## config.mk

```make
export PLATFORM = sky130hd
export DESIGN_NAME = bist_control_reg
export DESIGN_NICKNAME = d
export VERILOG_FILES = /design/src/rtl/bist_control_reg.sv
export SDC_FILE = /design/constraint.sdc
export NUM_CORES = 1
export LEC_CHECK = 0
export ABC_CLOCK_PERIOD_IN_PS = 3030
export CAP_MARGIN = 20
export CORE_MARGIN = 8
export CORE_UTILIZATION = 61
export DETAILED_ROUTE_END_ITERATION = 7
export DONT_BUFFER_PORTS = 1
export PLACE_DENSITY_LB_ADDON = 0.15
export RECOVER_POWER = 100
export SLEW_MARGIN = 20
export SYNTH_ARGS = -nofsm -noshare
export SYNTH_HDL_FRONTEND = slang
export SYNTH_SLANG_ARGS = --single-unit
export TNS_END_PERCENT = 10
```

## constraint.sdc

```tcl
create_clock -name TCK -period 3.03 [get_ports TCK]
set_input_delay 0.303 -clock TCK [delete_from_list [all_inputs] [get_ports TCK]]
set_output_delay 0.303 -clock TCK [all_outputs]
set_load 0.05 [all_outputs]
```

## src/rtl/bist_control_reg.sv

```systemverilog
// JTAG serial-in/parallel-out BIST control register: LSB-first shift, length check, VALID pulse.
// Define BIST_CTRL_PARITY_EN to append an odd-parity frame bit and expose the PAR_ERR output.
module bist_control_reg #(
   parameter int unsigned      WIDTH       = 16,
   parameter logic [WIDTH-1:0] RESET_VALUE = '0
) (
   input  logic             TCK,
   input  logic             TRST,
   input  logic             ENABLE,
   input  logic             CAPTURE,
   input  logic             SHIFT,
   input  logic             UPDATE,
   input  logic             TDI,
   output logic             TDO,
   output logic [WIDTH-1:0] CONTROL_REG,
   output logic             VALID,
`ifdef BIST_CTRL_PARITY_EN
   output logic             PAR_ERR,
`endif
   output logic             LEN_ERR
);

`ifdef BIST_CTRL_PARITY_EN
   localparam int unsigned SW = WIDTH + 1;
`else
   localparam int unsigned SW = WIDTH;
`endif
   localparam int unsigned   CW       = $clog2(SW + 2);
   localparam logic [CW-1:0] CNT_FULL = CW'(SW);
   localparam logic [CW-1:0] CNT_OVER = CW'(SW + 1);

   typedef enum logic [1:0] {IDLE, LOADED, SHIFTING, OVERRUN} state_e;

   state_e           state_q, state_d;
   logic [SW-1:0]    shreg_q, shreg_d;
   logic [CW-1:0]    count_q, count_d;
   logic [WIDTH-1:0] control_q, control_d;
   logic             tdo_q, tdo_d;
   logic             valid_q, valid_d;
   logic             len_err_q, len_err_d;
   logic             frame_ok;
   logic [SW-1:0]    readback;

`ifdef BIST_CTRL_PARITY_EN
   logic par_err_q, par_err_d;
   // Odd parity: data plus parity bit must hold an odd number of ones.
   assign frame_ok = ^shreg_q;
   assign readback = {~^control_q, control_q};
`else
   assign frame_ok = 1'b1;
   assign readback = control_q;
`endif

   always_comb begin
      // NOTE: every _d starts from its hold value so no branch can infer a latch.
      state_d   = state_q;
      shreg_d   = shreg_q;
      count_d   = count_q;
      control_d = control_q;
      tdo_d     = tdo_q;
      valid_d   = 1'b0;
      len_err_d = len_err_q;
`ifdef BIST_CTRL_PARITY_EN
      par_err_d = par_err_q;
`endif
      if (!ENABLE) begin
         count_d = '0;
         state_d = IDLE;
      end else if (CAPTURE) begin
         shreg_d   = readback;
         count_d   = '0;
         len_err_d = 1'b0;
`ifdef BIST_CTRL_PARITY_EN
         par_err_d = 1'b0;
`endif
         state_d   = LOADED;
      end else if (SHIFT) begin
         tdo_d   = shreg_q[0];
         shreg_d = {TDI, shreg_q[SW-1:1]};
         // Count saturates once OVERRUN is reached, so it can never wrap.
         if (state_q != OVERRUN) count_d = count_q + CW'(1);
         state_d = (count_d == CNT_OVER) ? OVERRUN : SHIFTING;
      end else if (UPDATE) begin
         count_d = '0;
         state_d = IDLE;
         if (count_q == CNT_FULL) begin
            len_err_d = 1'b0;
            if (frame_ok) begin
               control_d = shreg_q[WIDTH-1:0];
               valid_d   = 1'b1;
            end
`ifdef BIST_CTRL_PARITY_EN
            else begin
               par_err_d = 1'b1;
            end
`endif
         end else begin
            len_err_d = 1'b1;
         end
      end
   end

   // NOTE: sequential state uses non-blocking assignments only, so all flops update together.
   always_ff @(posedge TCK or negedge TRST) begin
      if (!TRST) begin
         state_q   <= IDLE;
         shreg_q   <= '0;
         count_q   <= '0;
         control_q <= RESET_VALUE;
         tdo_q     <= 1'b0;
         valid_q   <= 1'b0;
         len_err_q <= 1'b0;
`ifdef BIST_CTRL_PARITY_EN
         par_err_q <= 1'b0;
`endif
      end else begin
         state_q   <= state_d;
         shreg_q   <= shreg_d;
         count_q   <= count_d;
         control_q <= control_d;
         tdo_q     <= tdo_d;
         valid_q   <= valid_d;
         len_err_q <= len_err_d;
`ifdef BIST_CTRL_PARITY_EN
         par_err_q <= par_err_d;
`endif
      end
   end

   assign TDO         = tdo_q;
   assign CONTROL_REG = control_q;
   assign VALID       = valid_q;
   assign LEN_ERR     = len_err_q;
`ifdef BIST_CTRL_PARITY_EN
   assign PAR_ERR     = par_err_q;
`endif

endmodule
```

==> run_results.csv <==
group,metric,value,unit
run_status,outcome,"finished clean",
drt,wl_met1,1460,um
global_routing,antenna_found_initial,0,
drt,dr.pass1.iters,4,
setup_path,cp.required,3.26,ns
setup_path,setup.worst_path.start_class,"flip-flop",
timing,clock_skew,0.00462,ns
synthesis,yosysTopAreaCell,"dfrtp_1",
finish,nFillCells,258,
global_routing,grt_pass1_vias,1200,
finish,antenna_cells,0,
synthesis,synthFlopType,"dfrtp_1",
synthesis,synth_cell_type_count,32,
synthesis,synth.avg_cell_area,12.0,um^2
pwr,p_leak,0.987,nW
timing,setup_ws,0.964,ns
die,initial_utilization,0.636,
drt,vias_per_cell,5.72,
die,die_width,72.4,um
synthesis,syn-num-nets,171,
setup_path,worstPathArrival,2.30,ns
clock_network,cts_hold_buf,2,
synthesis,synth_edf_count,0,
setup_path,cp-end-kind,"flip-flop",
pwr,total_power,916,uW
drt,dr.max_layer_used,"met4",
placement,place_ws,0.921,ns
placement,numPortBuffers,0,
die,dieArea,0.00524,mm^2
setup_path,crit_fanout,17,
finish,synthToLayoutAreaGrowth,3.61,%
timing,finalSetupViolCount,0,
global_routing,grt_pass1_wl,5660,um
drt,vias,1196,
pwr,internal_power,701,uW
timing,max-slew-margin-rel,0.498,
drt,drtIter0Drc,124,
timing,maxSlewViolCount,0,
synthesis,synth-seq-cells,42,
synthesis,yosys.area.top_type_share,0.542,
finish,multi_input_area,800,um^2
clock_network,postCtsSetupBuffers,0,
hold_path,hold_path_class,"in -> reg",
clock_network,cts.sinks,42,
run,maxCapViolCount,0,
finish,drive_gt1_frac,0.127,
global_routing,overflow,0,
clock_network,clk_pin_slew,0.12,ns
timing,max_freq,484,MHz
placement,dp_hpwl,2280,um
die,fp.dieH,72.4,um
setup_path,cp_slowest_stage_delay,0.72,ns
setup_path,crit_type,"reg -> reg",
drt,drc,0,
pwr,p_sw_frac,0.235,
clock_network,cts_buffers,5,
clock_network,htreeDepth,2,
synthesis,synth_area,0.00194,mm^2
synthesis,synth_cells,162,
clock_network,cts_tree,"yes",
synthesis,yosysMostFrequentCell,"dfrtp_1",
finish,seqCellArea,0.00105,mm^2
drt,drtAntennaViolNets,0,
die,io_pins,26,
timing,hold_viol,0,
clock_network,ctsRootBufferMaster,"clkbuf_4",
timing,finalCriticalPeriod,2.07,ns
pwr,ir_drop,274,uV
pwr,p_sw,215,uW
clock_network,cts_buffer_depth,2,
clock_network,clk-insertion-delay-late,0.34,ns
synthesis,synthArstFlopShare,1.00,
die,rows,20,
global_routing,grt_use_total,0.139,
finish,layout.nets,173,
drt,wl_met3,249,um
global_routing,grt_max_degree,43,
timing,setup_tns,0,ns
drt,wl_met2,1600,um
synthesis,yosysSeqAreaShare,0.542,
timing,tightest_slew,0.752,ns
finish,fin_cells,209,
synthesis,ys_top_cells_by_area,"dfrtp_1, mux2i_1, mux2_4",
timing,finalCritPeriodShare,0.682,
drt,wire_per_inst,16.1,um
finish,utilization,0.659,
pwr,power_frac_comb,0.054,
synthesis,yosys_warnings,0,
pwr,seq_power_share,0.637,
timing,rsz0062_at_grt,"false",
die,fp.coreArea,0.00305,mm^2
clock_network,cts-resized-gates,0,
drt,drt-total-wl,3370,um
setup_path,slowest_stage,"or3_1",
synthesis,ys_top_cells_by_count,"dfrtp_1, nand2_1, o21ai_0",
setup_path,crit_chain,"inv_1 -> ha_1 -> nand4bb_1 -> or3_1 -> mux2_1",
pwr,pwr-share-clk,0.309,
pwr,power.density,456,mW/mm^2
placement,placedCellCount,199,
placement,gp_congestion,0.929,
[layout make-up]
cell class              instances  area share
flip-flops and latches         42       0.523
multi-input cells             109       0.398
clock buffers                   7      0.0274
well taps                      44      0.0274
repair buffers                  2      0.0149
inverters                       4     0.00747
clock inverters                 1     0.00249
[metrics by stage]
step                      hold WS (ns)  area, um^2
final                           0.0371        2010
after global routing            0.0199        2010
after floorplan                0.00741        1940
after CTS                       0.0270        2040
after global placement         0.00850        1950
after detailed placement       0.00857        1950
[registers in the layout, indices dropped and copies added, names as in the netlist]
name and count:
CONTROL_REG 16, shreg_q 16, count_q 5, state_q 2
LEN_ERR 1, TDO 1, VALID 1
[kinds of logic after synthesis]
logic type / Yosys count / synth area share
adders and majority gates: 2 / 0.0129
buffers and inverters: 11 / 0.0348
AOI/OAI and AO/OA: 30 / 0.0870
DFF: 42 / 0.542
xor gates and xnor gates: 3 / 0.0135
and+or+nand+nor: 38 / 0.0941
muxes: 36 / 0.216
[power by group through the flow]
stage | clock network (mW) | registers [mW] | logic [mW]
floorplan | 0 | 0.593 | 0.0343
global placement | 0 | 0.594 | 0.0323
detailed placement | 0 | 0.595 | 0.0349
CTS | 0.292 | 0.584 | 0.0498
global route | 0.312 | 0.585 | 0.0570
finish | 0.283 | 0.584 | 0.0494
[cells in the final DEF (no fill, tap or decap), types with 2 or more instances in the layout]
| cell | count |
|---|---|
| dfrtp_1 | 42 |
| nand2_1 | 24 |
| o21ai_0 | 21 |
| mux2i_1 | 16 |
| mux2_2 | 10 |
| mux2_1 | 10 |
| clkbuf_4 | 5 |
| inv_1 | 4 |
| nor2_1 | 3 |
| or3_1 | 2 |
| a21oi_1 | 2 |
| xor2_1 | 2 |
| ha_1 | 2 |
[per-layer routing]
metal	up-vias	global-route usage
met5	-	0
met4	0	0.0822
met3	7	0.0523
met2	35	0.209
met1	583	0.167
li1	571	-
[final timing paths]
| path | from | end | slack (ns) | cells past startpoint |
|---|---|---|---|---|
| setup / recovery | count_q[0] | CONTROL_REG[14] | 0.96 | 5 |
| hold / removal | CAPTURE | LEN_ERR | 0.04 | 1 |
| setup reg to reg | count_q[0] | CONTROL_REG[14] | 0.96 | 5 |
| hold reg to reg | shreg_q[15] | shreg_q[15] | 0.52 | 2 |
| max in group asynchronous | TRST | TDO | 2.42 | 2 |
| min in group asynchronous | TRST | VALID | 0.42 | 2 |
[worst max-delay path, delay by kind of cell, from the launching register on]
family	cells	cell delay [ns]
simple gates	2	0.84
flops	1	0.45
mux	1	0.44
fa+ha+maj	1	0.14
buf+inv	1	0.08
Note: power is estimated with default switching activity, not from simulation.
